===== src/rtl/mem_bus_pkg.sv =====
// Shared definitions for the bus-master cycle controller: operation codes,
// controller states and the default no-answer timeout.
package mem_bus_pkg;

  localparam logic [1:0] OP_READ  = 2'd0;
  localparam logic [1:0] OP_WRITE = 2'd1;
  localparam logic [1:0] OP_CFG   = 2'd2;
  localparam logic [1:0] OP_RSVD  = 2'd3;

  localparam int unsigned DEFAULT_TIMEOUT_CYCLES = 32'd32;

  typedef enum logic [2:0] {
    ST_IDLE    = 3'd0,
    ST_SETUP   = 3'd1,
    ST_STROBE  = 3'd2,
    ST_RELEASE = 3'd3,
    ST_DONE    = 3'd4
  } state_e;

endpackage


===== src/rtl/bus_timeout.sv =====
// Saturating wait counter shared by the strobe and release phases; expired
// is high once TIMEOUT_CYCLES - 1 counted cycles have elapsed since clear.
module bus_timeout #(
  parameter int unsigned TIMEOUT_CYCLES = 32'd32
) (
  input  logic clk,
  input  logic reset_,
  input  logic clear,
  input  logic en,
  output logic expired
);

  localparam int unsigned CW = $clog2(TIMEOUT_CYCLES);
  localparam logic [CW-1:0] LIMIT = CW'(TIMEOUT_CYCLES - 32'd1);

  logic [CW-1:0] cnt_q;

  // clear wins over counting; the count holds at LIMIT rather than wrapping
  always_ff @(posedge clk or negedge reset_) begin
    if (!reset_) begin
      cnt_q <= '0;
    end else if (clear) begin
      cnt_q <= '0;
    end else if (en && (cnt_q != LIMIT)) begin
      cnt_q <= cnt_q + CW'(1);
    end else begin
      cnt_q <= cnt_q;
    end
  end

  assign expired = (cnt_q == LIMIT);

endmodule


===== src/rtl/mem_bus_master.sv =====
// Bus-master cycle controller: turns a one-cycle CPU request into a handshaken
// active-low bus cycle with ok_ acknowledge, read capture and timeout alarm.
module mem_bus_master
  import mem_bus_pkg::*;
#(
  parameter int unsigned TIMEOUT_CYCLES = DEFAULT_TIMEOUT_CYCLES
) (
  input  logic        clk,
  input  logic        reset_,
  input  logic        reset_hold,
  input  logic        req,
  input  logic [1:0]  op,
  input  logic [3:0]  nb,
  input  logic [15:0] ad,
  input  logic [15:0] wdata,
  output logic        busy,
  output logic        done,
  output logic        alarm,
  output logic [15:0] rdata,
  output logic [3:0]  nb_,
  output logic [15:0] ad_,
  output logic [15:0] rdt_,
  output logic        r_,
  output logic        w_,
  output logic        s_,
  input  logic        ok_,
  input  logic [15:0] ddt_
);

  state_e      state_q, state_d;
  logic [1:0]  op_q, op_d;
  logic [3:0]  nb_q, nb_d;
  logic [15:0] ad_q, ad_d;
  logic [15:0] rdt_q, rdt_d;
  logic        r_q, r_d, w_q, w_d, s_q, s_d;
  logic        busy_q, busy_d, done_q, done_d, alarm_q, alarm_d;
  logic        flag_q, flag_d;
  logic [15:0] rdata_q, rdata_d;
  logic        tmo_clear_s, tmo_en_s, tmo_expired_s;

  bus_timeout #(.TIMEOUT_CYCLES(TIMEOUT_CYCLES)) u_timeout (
    .clk     (clk),
    .reset_  (reset_),
    .clear   (tmo_clear_s),
    .en      (tmo_en_s),
    .expired (tmo_expired_s)
  );

  // Next-state and registered-output logic; bus lines go back to idle on entry to DONE
  always_comb begin
    state_d     = state_q;
    op_d        = op_q;
    nb_d        = nb_q;
    ad_d        = ad_q;
    rdt_d       = rdt_q;
    r_d         = r_q;
    w_d         = w_q;
    s_d         = s_q;
    busy_d      = busy_q;
    done_d      = 1'b0;
    alarm_d     = 1'b0;
    flag_d      = flag_q;
    rdata_d     = rdata_q;
    tmo_clear_s = 1'b0;
    tmo_en_s    = 1'b0;
    case (state_q)
      ST_IDLE: begin
        if (req && (op != OP_RSVD) && !reset_hold) begin
          op_d    = op;
          nb_d    = ~nb;
          ad_d    = ~ad;
          rdt_d   = ~wdata;
          busy_d  = 1'b1;
          state_d = ST_SETUP;
        end else begin
          state_d = ST_IDLE;
        end
      end
      ST_SETUP: begin
        tmo_clear_s = 1'b1;
        r_d         = (op_q != OP_READ);
        w_d         = (op_q != OP_WRITE);
        s_d         = (op_q != OP_CFG);
        state_d     = ST_STROBE;
      end
      ST_STROBE: begin
        tmo_en_s = 1'b1;
        if (!ok_) begin
          if (op_q == OP_READ) begin
            rdata_d = ~ddt_;
          end else begin
            rdata_d = rdata_q;
          end
          {r_d, w_d, s_d} = 3'b111;
          tmo_clear_s     = 1'b1;
          state_d         = ST_RELEASE;
        end else if (tmo_expired_s) begin
          {r_d, w_d, s_d} = 3'b111;
          flag_d          = 1'b1;
          tmo_clear_s     = 1'b1;
          state_d         = ST_RELEASE;
        end else begin
          state_d = ST_STROBE;
        end
      end
      ST_RELEASE: begin
        tmo_en_s = 1'b1;
        if (ok_ || tmo_expired_s) begin
          done_d  = 1'b1;
          alarm_d = flag_q || !ok_;
          flag_d  = 1'b0;
          nb_d    = 4'hF;
          ad_d    = 16'hFFFF;
          rdt_d   = 16'hFFFF;
          state_d = ST_DONE;
        end else begin
          state_d = ST_RELEASE;
        end
      end
      ST_DONE: begin
        busy_d  = 1'b0;
        state_d = ST_IDLE;
      end
      default: begin
        state_d = ST_IDLE;
      end
    endcase
  end

  // State and output registers; reset parks the bus at all-ones
  always_ff @(posedge clk or negedge reset_) begin
    if (!reset_) begin
      state_q <= ST_IDLE;
      op_q    <= OP_READ;
      nb_q    <= 4'hF;
      ad_q    <= 16'hFFFF;
      rdt_q   <= 16'hFFFF;
      r_q     <= 1'b1;
      w_q     <= 1'b1;
      s_q     <= 1'b1;
      busy_q  <= 1'b0;
      done_q  <= 1'b0;
      alarm_q <= 1'b0;
      flag_q  <= 1'b0;
      rdata_q <= 16'h0000;
    end else begin
      state_q <= state_d;
      op_q    <= op_d;
      nb_q    <= nb_d;
      ad_q    <= ad_d;
      rdt_q   <= rdt_d;
      r_q     <= r_d;
      w_q     <= w_d;
      s_q     <= s_d;
      busy_q  <= busy_d;
      done_q  <= done_d;
      alarm_q <= alarm_d;
      flag_q  <= flag_d;
      rdata_q <= rdata_d;
    end
  end

  assign busy  = busy_q;
  assign done  = done_q;
  assign alarm = alarm_q;
  assign rdata = rdata_q;
  assign nb_   = nb_q;
  assign ad_   = ad_q;
  assign rdt_  = rdt_q;
  assign r_    = r_q;
  assign w_    = w_q;
  assign s_    = s_q;

endmodule


===== config.mk =====
export PLATFORM = sky130hd
export DESIGN_NAME = mem_bus_master
export DESIGN_NICKNAME = d
export VERILOG_FILES = /design/src/rtl/mem_bus_pkg.sv /design/src/rtl/bus_timeout.sv /design/src/rtl/mem_bus_master.sv
export SDC_FILE = /design/constraint.sdc
export NUM_CORES = 1
export LEC_CHECK = 0
export CORE_MARGIN = 10
export CORE_UTILIZATION = 24
export CTS_BUF_LIST = sky130_fd_sc_hd__clkbuf_8 sky130_fd_sc_hd__clkbuf_16
export DETAILED_ROUTE_END_ITERATION = 8
export GPL_TIMING_DRIVEN = 0
export PLACE_DENSITY = 0.6
export SETUP_SLACK_MARGIN = 0.1
export SYNTH_ARGS = -nofsm -noshare
export SYNTH_HDL_FRONTEND = slang
export SYNTH_SLANG_ARGS = --single-unit

===== constraint.sdc =====
create_clock -name clk -period 5 [get_ports clk]
set_input_delay 0.5 -clock clk [delete_from_list [all_inputs] [get_ports clk]]
set_output_delay 0.5 -clock clk [all_outputs]
set_load 0.01 [all_outputs]

==> key figures, run 1 <==
Yosys
  • Synth area leaders: dfstp_2 (37%), dfrtp_1 (26%), a2bb2oi_1 (12%), mux2i_1 (5.8%), inv_1 (2.3%)
  • Asr flop ratio synth: 100%
  • Most numerous cell in the Yosys netlist: dfstp_2
  • Post-Syn Nets: 262
  • Synth top area share: a little under two fifths
  • YS warnings: 0
  • Synth Register Bits: just under 70
  • Post-Syn Area per Cell: 13.6 um2
  • Sequential share of the synthesized area: between 60% and 70%
  • Ys flop type: dfstp_2
  • Synth cell types: 38
  • Mapped cell area: around 2700 um2
  • Synth area leader: dfstp_2
  • EDFF count, synth: 0
  • Mapped Cells: 201
  • Top cells by count, synth: dfstp_2 (39), a2bb2oi_1 (36), dfrtp_1 (29)

Global routing
  • GR met1 Demand/Resource: between 10% and 20%
  • Largest net degree at the start of global routing: between 60 and 70
  • Vias in the first global route: 2250
  • Met3 GRT Util: roughly 4.5%
  • GRT Util Overall: under 10%
  • First-pass GRT wire length: about 12000 um
  • Initial antenna violation count: 0
  • GRT Residual Overflow: 0
  • Busiest grt layer: met2
  • Met2 global-route usage: between 10% and 20%

Clock tree
  • Worst-Skew Late Latency: about 0.32 ns
  • Post-CTS Setup Bufs: 0
  • Cts bufs inserted: 9
  • CTS resizes: 0
  • CTS Hold Buffers Added: 0
  • CTS tree: done
  • Clk slew on worst S/H paths: 0.06 ns
  • Clock Tree Buf Depth: 2
  • CTS sink cnt: roughly 70
  • H-tree depth: 3
  • Root buffer cell: clkbuf_16

STA
  • Post-route setup slack: approximately 2.6 ns
  • Period minus WS final: around 2.4 ns
  • Fin. Hold Viols: 0
  • Unrepaired setup endpoints after global routing: false
  • Setup TNS: 0 ns
  • Period utilization: approximately 49%
  • # setup viols final: 0
  • Highest Clock Rate: 409 MHz
  • Final Skew: approximately 0.0049 ns
  • Slew Limit Fails: 0
  • Pin slew with the least headroom to its limit: between 0.8 and 0.9 ns
  • Slew HR: 42.9%

Status
  • Outcome: completed

Setup path
  • Critical Path End Type: flip-flop
  • Crit path max fanout: 10
  • Crit Path Class: reg -> reg
  • Crit path arrival time: 2.68 ns
  • R2r setup slk: 2.55 ns
  • CP required: ~5.2 ns
  • Critical path startpoint category: flip-flop

Floorplanning
  • Area of the die: around 16000 um2
  • Core Rows: 38
  • Die Y: approximately 130 um
  • Core ar.: ~11000 um2
  • I/O pin total: 117
  • Chip width: 127 um
  • Initial Utilization: 24.9%

Place
  • Placer congestion estimate: between 0.7 and 0.8
  • Dpl cells: 457
  • Post-DP Area: ~4100 um2
  • IO Port Bufs: between 100 and 150
  • Post-DP HPWL: between 5000 and 6000 um
  • Pre-CTS setup slack: 2.56 ns

Cells and area
  • Post-route design area: 4380 um2
  • N_diodes: 0
  • Synthesis-to-layout area growth: 59.7%
  • Fill cells: 1064
  • Proportion of layout cells with a drive suffix above 1: a little over a fifth
  • Nets: 389
  • Final non-filler cell total: ~470

Pwr
  • Leak: between 1.5 and 2 nW
  • Peak VDD IR: 0.232 mV
  • PwrDens: approximately 600 nW/um2

Detailed routing
  • Drt via density: around 4.3
  • DRT iter0 DRCs: 70
  • Routed WL: a little under 8000 um
  • DRC: 0
  • Routed via count: approximately 2000
  • Antenna Nets Post-Route: 0
  • WL/cell: around 16 um
  • First drt pass iteration count: 4

Worst hold path
  • Hold Crit Class: in -> async

Run
  • Max Cap Violations: 0
==> final cells by class <==
class	count	area, um2	share of cell area (%)
Clock inverter	5	50.0	1.14
Buffer	12	97.6	2.23
Clock buffer	11	253	5.77
Tap cell	140	175	4.00
Inverter	17	63.8	1.46
Multi-Input combinational cell	104	830	18.9
Sequential cell	68	1750	40.0
Timing Repair Buffer	116	1160	26.5
==> critical path, stage by stage, from the launching register on <==
cell and delay [ns]:
dfrtp_1 0.40, ha_1 0.21, and3_1 0.19, ha_1 0.27, o21ai_0 0.38, nor2_1 0.13
or2_2 0.31, buf_4 0.18, buf_6 0.15, a2bb2oi_1 0.13
==> placed cells by master (no fill, tap or decap), types with 2 or more instances in the layout <==
cell / count
ha_1: 2
mux2_2: 4
a21oi_1: 3
clkdlybuf4s50_1: 115
xor2_1: 2
inv_1: 18
nand3b_1: 3
mux2i_1: 16
o21ai_0: 5
nand2_1: 6
clkbuf_16: 9
nor2_1: 7
buf_4: 2
buf_6: 4
clkbuf_1: 3
a2bb2oi_1: 36
clkbuf_8: 2
dfstp_2: 39
dfrtp_1: 29
nor3_1: 2
clkinv_2: 2
buf_2: 2
==> per-layer routing <==
| metal | wire length (um) | vias to the layer above |
|---|---|---|
| met4 | 131 | 0 |
| met1 | 3180 | 998 |
| met5 | 0 | - |
| li1 | - | 963 |
| met3 | 729 | 11 |
| met2 | 3690 | 73 |
==> kinds of logic (layout without fill, tap and decap cells) <==
group	count (synthesis)	after routing	share of synthesized area (%)
AO/OA/AOI/OAI	49	49	14.4
flip-flops	68	68	63.9
XOR/XNOR	3	3	0.959
buffers and inverters	29	161	5.89
adder cells (fa/ha/maj)	2	2	0.913
AND/OR/NAND/NOR	30	30	6.53
multiplexers	20	20	7.48
==> power by group <==
group / internal, mW / switching, mW
Clock: 0.410 / 0.231
Combinational: 0.580 / 0.386
Sequential: 0.833 / 0.120
Total: 1.82 / 0.738
==> path summary, 6_finish.rpt <==
kind	from	to	cells after the start
max	u_timeout.cnt_q[0]	rdt_[12]	9
min	reset_	op_q[1]	1
max reg2reg	u_timeout.cnt_q[0]	rdt_[12]	9
min reg2reg	busy	busy	1
max in group asynchronous	reset_	rdata[8]	1
min in group clk	busy	busy	1
==> registers in the layout, summed over array words and instances (netlist names), 2 cells and up <==
register,cells
ad_,16
op_q,2
nb_,4
u_timeout.cnt_q,5
rdata,16
state_q,2
rdt_,16
==> through the flow <==
stage	total power [mW]	hold WS, ns	utilization (%)
detailed placement	1.95	0.465	36.9
CTS	2.61	0.345	39.7
global placement	1.93	0.468	37.0
global route	2.73	0.378	39.7
finish	2.56	0.299	39.7
floorplan	1.43	0.204	-
(Power assumes the default switching activity.)
==> inputs of run 2 (changes only) <==
==> constraint.sdc (replaced) <==
create_clock -name clk -period 2.5 [get_ports clk]
set_input_delay 0.25 -clock clk [delete_from_list [all_inputs] [get_ports clk]]
set_output_delay 0.25 -clock clk [all_outputs]
set_load 0.01 [all_outputs]
==> run 2 against run 1 <==
  * Maximum frequency rose by 7.4%
  * Highest routed layer unchanged
  * Worst hold slack got worse by 0.25 ns
  * Largest cell class unchanged
  * Critical endpoint unchanged
  * Non-clock buffer count did not move
==> key figures, run 2 (synthesis gave the netlist of run 1 again) <==
Pwr
  • Final total power: 5.12 mW (was 2.56 mW)
  • PwrDens: 1170 nW/um2 (was 585 nW/um2)
  • Leak: 1.95 nW (about the same)
  • Power Internal: 3.65 mW (was 1.82 mW)
  • Net Sw Frac: 28.8% (about the same)
  • Combinational Power Share: 37.8% (was 37.7%)
  • P_sw: 1.48 mW (was 738 uW)
  • Clock network power share: 25.0% (about the same)
  • Peak VDD IR: 0.465 mV (was 0.232 mV)
  • Register share of total power: 37.2% (about the same)

Clock tree
  • H-tree depth: 3 (unchanged)
  • CTS sink cnt: 68 (unchanged)
  • Clock Tree Buf Depth: 2 (unchanged)
  • Cts bufs inserted: 9 (unchanged)
  • Root buffer cell: clkbuf_16 (unchanged)
  • CTS Hold Buffers Added: 0 (unchanged)
  • CTS tree: done (unchanged)
  • Clk slew on worst S/H paths: 0.06 ns (about the same)
  • Worst-Skew Late Latency: 0.32 ns (about the same)

Global routing
  • Vias in the first global route: 2250 (unchanged)
  • First-pass GRT wire length: 12400 um (unchanged)
  • Initial antenna violation count: 0 (unchanged)
  • Largest net degree at the start of global routing: 69 (unchanged)
  • GRT Util Overall: 9.51% (unchanged)
  • GRT Residual Overflow: 0 (unchanged)

Setup path
  • Worst path bufs/invs: 2 (unchanged)
  • CP required: 2.73 ns (was 5.23 ns)
  • Worst reg2reg path startpoint: u_timeout.cnt_q[0] (unchanged)
  • Crit path arrival time: 2.51 ns (was 2.68 ns)
  • Most frequent CP cell: ha_1 (unchanged)
  • Slowest CP cell: dfrtp_1 (unchanged)
  • CP Depth: 9 (unchanged)
  • Crit path launch: u_timeout.cnt_q[0] (unchanged)
  • Crit path max fanout: 10 (unchanged)
  • Top Family by Delay on Critical Path: simple AND/OR/NAND/NOR gates (unchanged)
  • Crit-path max cell delay: 0.40 ns (about the same)
  • R2r endpoint: rdt_[12] (unchanged)
  • CP cell instances: ha_1 -> and3_1 -> ha_1 -> o21ai_2 -> nor2_1 -> or2_2 -> buf_4 -> buf_6 -> a2bb2oi_1 (was ha_1 -> and3_1 -> ha_1 -> o21ai_0 -> nor2_1 -> or2_2 -> buf_4 -> buf_6 -> a2bb2oi_1)
  • Reg2reg path depth: 9 (unchanged)
  • Critical path startpoint category: flip-flop (unchanged)
  • R2r setup slk: 0.22 ns (was 2.55 ns)
  • Critical Path End Type: flip-flop (unchanged)
  • Crit Path Class: reg -> reg (unchanged)

Detailed routing
  • Routed WL: 7740 um (was 7720 um)
  • Drt via density: 4.31 (was 4.32)
  • WL/cell: 16.4 um (was 16.3 um)
  • Antenna Nets Post-Route: 0 (unchanged)
  • DRC: 0 (unchanged)
  • Routed via count: 2039 (was 2045)
  • DRT iter0 DRCs: 78 (was 70)
  • First drt pass iteration count: 4 (unchanged)

Worst hold path
  • Hold Crit Class: in -> async (unchanged)

STA
  • # setup viols final: 0 (unchanged)
  • Final Skew: 0.00547 ns (was 0.00494 ns)
  • Period minus WS final: 2.28 ns (was 2.45 ns)
  • Fin. Hold Viols: 0 (unchanged)
  • Slew Limit Fails: 0 (unchanged)
  • Unrepaired setup endpoints after global routing: false (unchanged)
  • Pin slew with the least headroom to its limit: 0.856 ns (about the same)
  • Period utilization: 91.0% (was 48.9%)
  • Highest Clock Rate: 439 MHz (was 409 MHz)
  • Setup TNS: 0 ns (unchanged)
  • Slew HR: 42.9% (about the same)
  • Hold Worst Slack: 0.0492 ns (was 0.299 ns)

Floorplanning
  • I/O pin total: 117 (unchanged)
  • Die Y: 127 um (unchanged)
  • Core ar.: 11000 um2 (unchanged)
  • Chip width: 127 um (unchanged)
  • Area of the die: 16100 um2 (unchanged)
  • Initial Utilization: 24.9% (unchanged)
  • Core Rows: 38 (unchanged)

Cells and area
  • Nets: 389 (unchanged)
  • Most frequent cells in the layout: clkdlybuf4s50_1 (115), dfstp_2 (39), a2bb2oi_1 (36), dfrtp_1 (29), inv_1 (18) (unchanged)
  • Proportion of layout cells with a drive suffix above 1: 22.2% (was 21.9%)
  • Finished Core Util: 39.7% (about the same)
  • N_diodes: 0 (unchanged)
  • Synthesis-to-layout area growth: 59.8% (was 59.7%)
  • Fill cells: 1067 (was 1064)
  • Most common cell after layout, fill and taps aside: clkdlybuf4s50_1 (unchanged)

Status
  • Outcome: completed (unchanged)

Place
  • Placer congestion estimate: 0.730 (unchanged)
  • Post-DP HPWL: 5740 um (unchanged)
  • IO Port Bufs: 116 (unchanged)

Run
  • Max Cap Violations: 0 (unchanged)
[run 2: cell types whose count changed in the layout (fill, tap and decap cells not counted)]
cell / before / now
o21ai_0: 5 / 4
o21ai_2: 0 / 1
[run 2: how the worst max path moves through the flow]
stage / endpoint
2_1_floorplan: ad_[14]
3_3_place_gp: rdata[10]
3_5_place_dp: rdt_[12]
4_1_cts: rdt_[12]
5_1_grt: rdt_[12]
6_report: rdt_[12]
[run 2: area by class of cell]
type | instances | area, um2 | share of cell area, %
Inverter | 17 | 63.8 | 1.46
Multi-Input combinational cell | 104 | 833 | 19.0
Sequential cell | 68 | 1750 | 39.9
Buffer | 12 | 97.6 | 2.23
Clock buffer | 11 | 253 | 5.77
Clock inverter | 5 | 50.0 | 1.14
Tap cell | 140 | 175 | 4.00
Timing Repair Buffer | 116 | 1160 | 26.4
[run 2: power by group through the flow]
stage	Sequential, mW	Combinational [mW]	Clock (mW)
5_1_grt	1.97	2.11	1.38
6_report	1.91	1.93	1.28
2_1_floorplan	2.08	0.770	0
3_3_place_gp	1.91	1.95	0
4_1_cts	1.91	1.98	1.33
3_5_place_dp	1.92	1.98	0
[run 2: per-stage QoR]
stage / instances / area [um2] / setup slack (ns)
floorplan: 201 / 2740 / 0.362
global placement: 457 / 4080 / -1.16
detailed placement: 457 / 4080 / 0.0620
CTS: 473 / 4380 / 0.161
global route: 473 / 4380 / 0.106
finish: 473 / 4380 / 0.224
[run 2: what timing repair did]
action                     4_1_cts  5_1_grt
resized for setup                1        1
buffers inserted                 0        0
hold endpoints to repair         0        0
setup endpoints to repair       30       30
[run 2: per-layer routing]
layer,wire length (um),track usage (%)
met1,3190,11.2
met2,3710,14.8
met3,713,4.50
met4,132,3.48
met5,0,0
==> inputs of run 3 (changes only) <==
--- a/config.mk
+++ b/config.mk
@@ -9,7 +9,6 @@
 export CORE_UTILIZATION = 24
 export CTS_BUF_LIST = sky130_fd_sc_hd__clkbuf_8 sky130_fd_sc_hd__clkbuf_16
 export DETAILED_ROUTE_END_ITERATION = 8
-export GPL_TIMING_DRIVEN = 0
 export PLACE_DENSITY = 0.6
 export SETUP_SLACK_MARGIN = 0.1
 export SYNTH_ARGS = -nofsm -noshare
==> constraint.sdc (replaced) <==
create_clock -name clk -period 2.5 [get_ports clk]
set_input_delay 0.375 -clock clk [delete_from_list [all_inputs] [get_ports clk]]
set_output_delay 0.375 -clock clk [all_outputs]
set_load 0.01 [all_outputs]
==> run 3 against run 2 <==
  * Maximum frequency increased by 7.6%
  * Utilization decreased by 0.73 points
  * Worst hold slack improved by 0.013 ns
  * Non-clock buffer count decreased by 6
  * Die area unchanged
  * Clock power decreased by 8%
  * Register-to-register slack improved by 0.16 ns
  * Flip-flop and latch count unchanged
  * Clock skew increased by 0.0033 ns
  * Power decreased by 2.5%
  * Combinational power decreased by 2%
  * Via count decreased by 1.1%
  * Highest routed layer unchanged
==> key figures, run 3 (synthesis gave the netlist of run 1 again) <==
Detailed routing
  • DRC: 0 (unchanged)
  • WL/cell: 16.5 um (was 16.4 um)
  • First drt pass iteration count: 4 (unchanged)
  • Antenna Nets Post-Route: 0 (unchanged)
  • DRT iter0 DRCs: 66 (was 78)
  • Drt via density: 4.32 (was 4.31)
  • Routed via count: 2016 (was 2039)
  • Routed WL: 7710 um (was 7740 um)

STA
  • Highest Clock Rate: 473 MHz (was 439 MHz)
  • Slew HR: 66.8% (was 42.9%)
  • Period utilization: 84.6% (was 91.0%)
  • Unrepaired setup endpoints after global routing: false (unchanged)
  • Pin slew with the least headroom to its limit: 0.498 ns (was 0.856 ns)
  • # setup viols final: 0 (unchanged)
  • Period minus WS final: 2.12 ns (was 2.28 ns)
  • Slew Limit Fails: 0 (unchanged)
  • Post-route setup slack: 0.385 ns (was 0.224 ns)
  • Setup TNS: 0 ns (unchanged)
  • Fin. Hold Viols: 0 (unchanged)
  • Final Skew: 0.00879 ns (was 0.00547 ns)

Cells and area
  • Synthesis-to-layout area growth: 56.9% (was 59.8%)
  • FF/Latch Area: 1750 um2 (unchanged)
  • Proportion of layout cells with a drive suffix above 1: 21.4% (was 22.2%)
  • N_diodes: 0 (unchanged)
  • Most common cell after layout, fill and taps aside: clkdlybuf4s50_1 (unchanged)
  • Most frequent cells in the layout: clkdlybuf4s50_1 (115), dfstp_2 (39), a2bb2oi_1 (36), dfrtp_1 (29), inv_1 (19) (was clkdlybuf4s50_1 (115), dfstp_2 (39), a2bb2oi_1 (36), dfrtp_1 (29), inv_1 (18))
  • Fill cells: 1089 (was 1067)
  • Post-route design area: 4300 um2 (was 4380 um2)
  • Multi-input logic area: 832 um2 (was 833 um2)
  • Nets: 383 (was 389)

Clock tree
  • CTS resizes: 0 (was 1)
  • Cts bufs inserted: 9 (unchanged)
  • Clk slew on worst S/H paths: 0.06 ns (about the same)
  • Post-CTS Setup Bufs: 0 (unchanged)
  • CTS sink cnt: 68 (unchanged)
  • Root buffer cell: clkbuf_16 (unchanged)
  • CTS tree: done (unchanged)
  • Clock Tree Buf Depth: 2 (unchanged)
  • CTS Hold Buffers Added: 0 (unchanged)
  • Worst-Skew Late Latency: 0.33 ns (was 0.32 ns)
  • H-tree depth: 3 (unchanged)

Setup path
  • Crit path arrival time: 2.35 ns (was 2.51 ns)
  • R2r endpoint: rdt_[15] (was rdt_[12])
  • Crit Path Class: reg -> reg (unchanged)
  • CP required: 2.74 ns (was 2.73 ns)
  • Crit path max fanout: 36 (was 10)
  • Critical Path End Type: flip-flop (unchanged)
  • Critical path startpoint category: flip-flop (unchanged)
  • R2r setup slk: 0.38 ns (was 0.22 ns)
  • Reg2reg path depth: 7 (was 9)
  • Worst reg2reg path startpoint: u_timeout.cnt_q[0] (unchanged)

Global routing
  • Initial antenna violation count: 0 (unchanged)
  • First-pass GRT wire length: 12400 um (about the same)
  • Vias in the first global route: 2242 (was 2250)
  • GRT Residual Overflow: 0 (unchanged)
  • Largest net degree at the start of global routing: 41 (was 69)
  • GRT Util Overall: 9.51% (about the same)

Pwr
  • PwrDens: 1160 nW/um2 (was 1170 nW/um2)
  • Leak: 1.91 nW (was 1.95 nW)
  • Peak VDD IR: 0.441 mV (was 0.465 mV)

Floorplanning
  • Core Rows: 38 (unchanged)
  • I/O pin total: 117 (unchanged)
  • Area of the die: 16100 um2 (unchanged)
  • Core ar.: 11000 um2 (unchanged)
  • Die Y: 127 um (unchanged)
  • Chip width: 127 um (unchanged)
  • Initial Utilization: 24.9% (unchanged)

Status
  • Outcome: completed (unchanged)

Place
  • IO Port Bufs: 116 (unchanged)
  • Post-DP Area: 4020 um2 (was 4080 um2)
  • Pre-CTS setup slack: 0.159 ns (was 0.0620 ns)
  • Placer congestion estimate: 0.760 (was 0.730)
  • Post-DP HPWL: 5730 um (was 5740 um)

Run
  • Max Cap Violations: 0 (unchanged)

Worst hold path
  • Hold Crit Class: in -> async (unchanged)
run 3: changes by cell type in the layout (fill, tap and decap cells not counted), sizes merged:
cell    change
clkbuf      -4
buf         -3
bufinv      -1
clkinv      +1
inv         +1
run 3: critical path, stage by stage, from the launching register on:
cell	delay (ns)
dfrtp_1	0.40
ha_1	0.21
and3_1	0.18
ha_1	0.26
o21ai_0	0.25
nor2_1	0.10
or2_4	0.41
a2bb2oi_1	0.19
run 3: report_power, final:
| group | total, mW | internal [mW] | switching (mW) | leakage, nW |
|---|---|---|---|---|
| Clock | 1.18 | 0.719 | 0.462 | 0.150 |
| Combinational | 1.89 | 1.14 | 0.751 | 0.999 |
| Sequential | 1.92 | 1.67 | 0.257 | 0.763 |
| Total | 4.99 | 3.52 | 1.47 | 1.91 |
run 3: final cells by class:
type,instances,area share (%)
flip-flops and latches,68,40.7
repair buffers,122,27.9
multi-input cells,104,19.3
clock buffers,10,5.82
well taps,140,4.07
inverters,17,1.48
clock inverters,6,0.669
run 3: how the worst max path moves through the flow:
stage,start,to,slack [ns],depth (start not counted)
3_3_place_gp,u_timeout.cnt_q[0],ad_[10],0.23,7
6_report,u_timeout.cnt_q[0],rdt_[15],0.38,7
5_1_grt,u_timeout.cnt_q[0],rdt_[15],0.21,7
4_1_cts,u_timeout.cnt_q[0],rdt_[15],0.16,7
3_5_place_dp,u_timeout.cnt_q[0],rdt_[15],0.16,7
2_1_floorplan,u_timeout.cnt_q[0],ad_[14],0.36,9
run 3: per-layer routing:
layer  part of all wire, %  track usage, %
met1                    44            11.4
met3                   6.4            3.62
met4                   1.4            3.62
met2                    48            15.1
met5                     0               0
run 3: metrics by stage:
stage	cells	hold slack [ns]	power, mW	util (%)
after floorplan	201	0.0794	2.85	-
after global placement	451	0.422	3.83	36.4
after detailed placement	451	0.428	3.87	36.4
after CTS	467	0.0754	5.09	39.0
after global routing	467	0.0889	5.33	39.0
final	467	0.0618	4.99	39.0
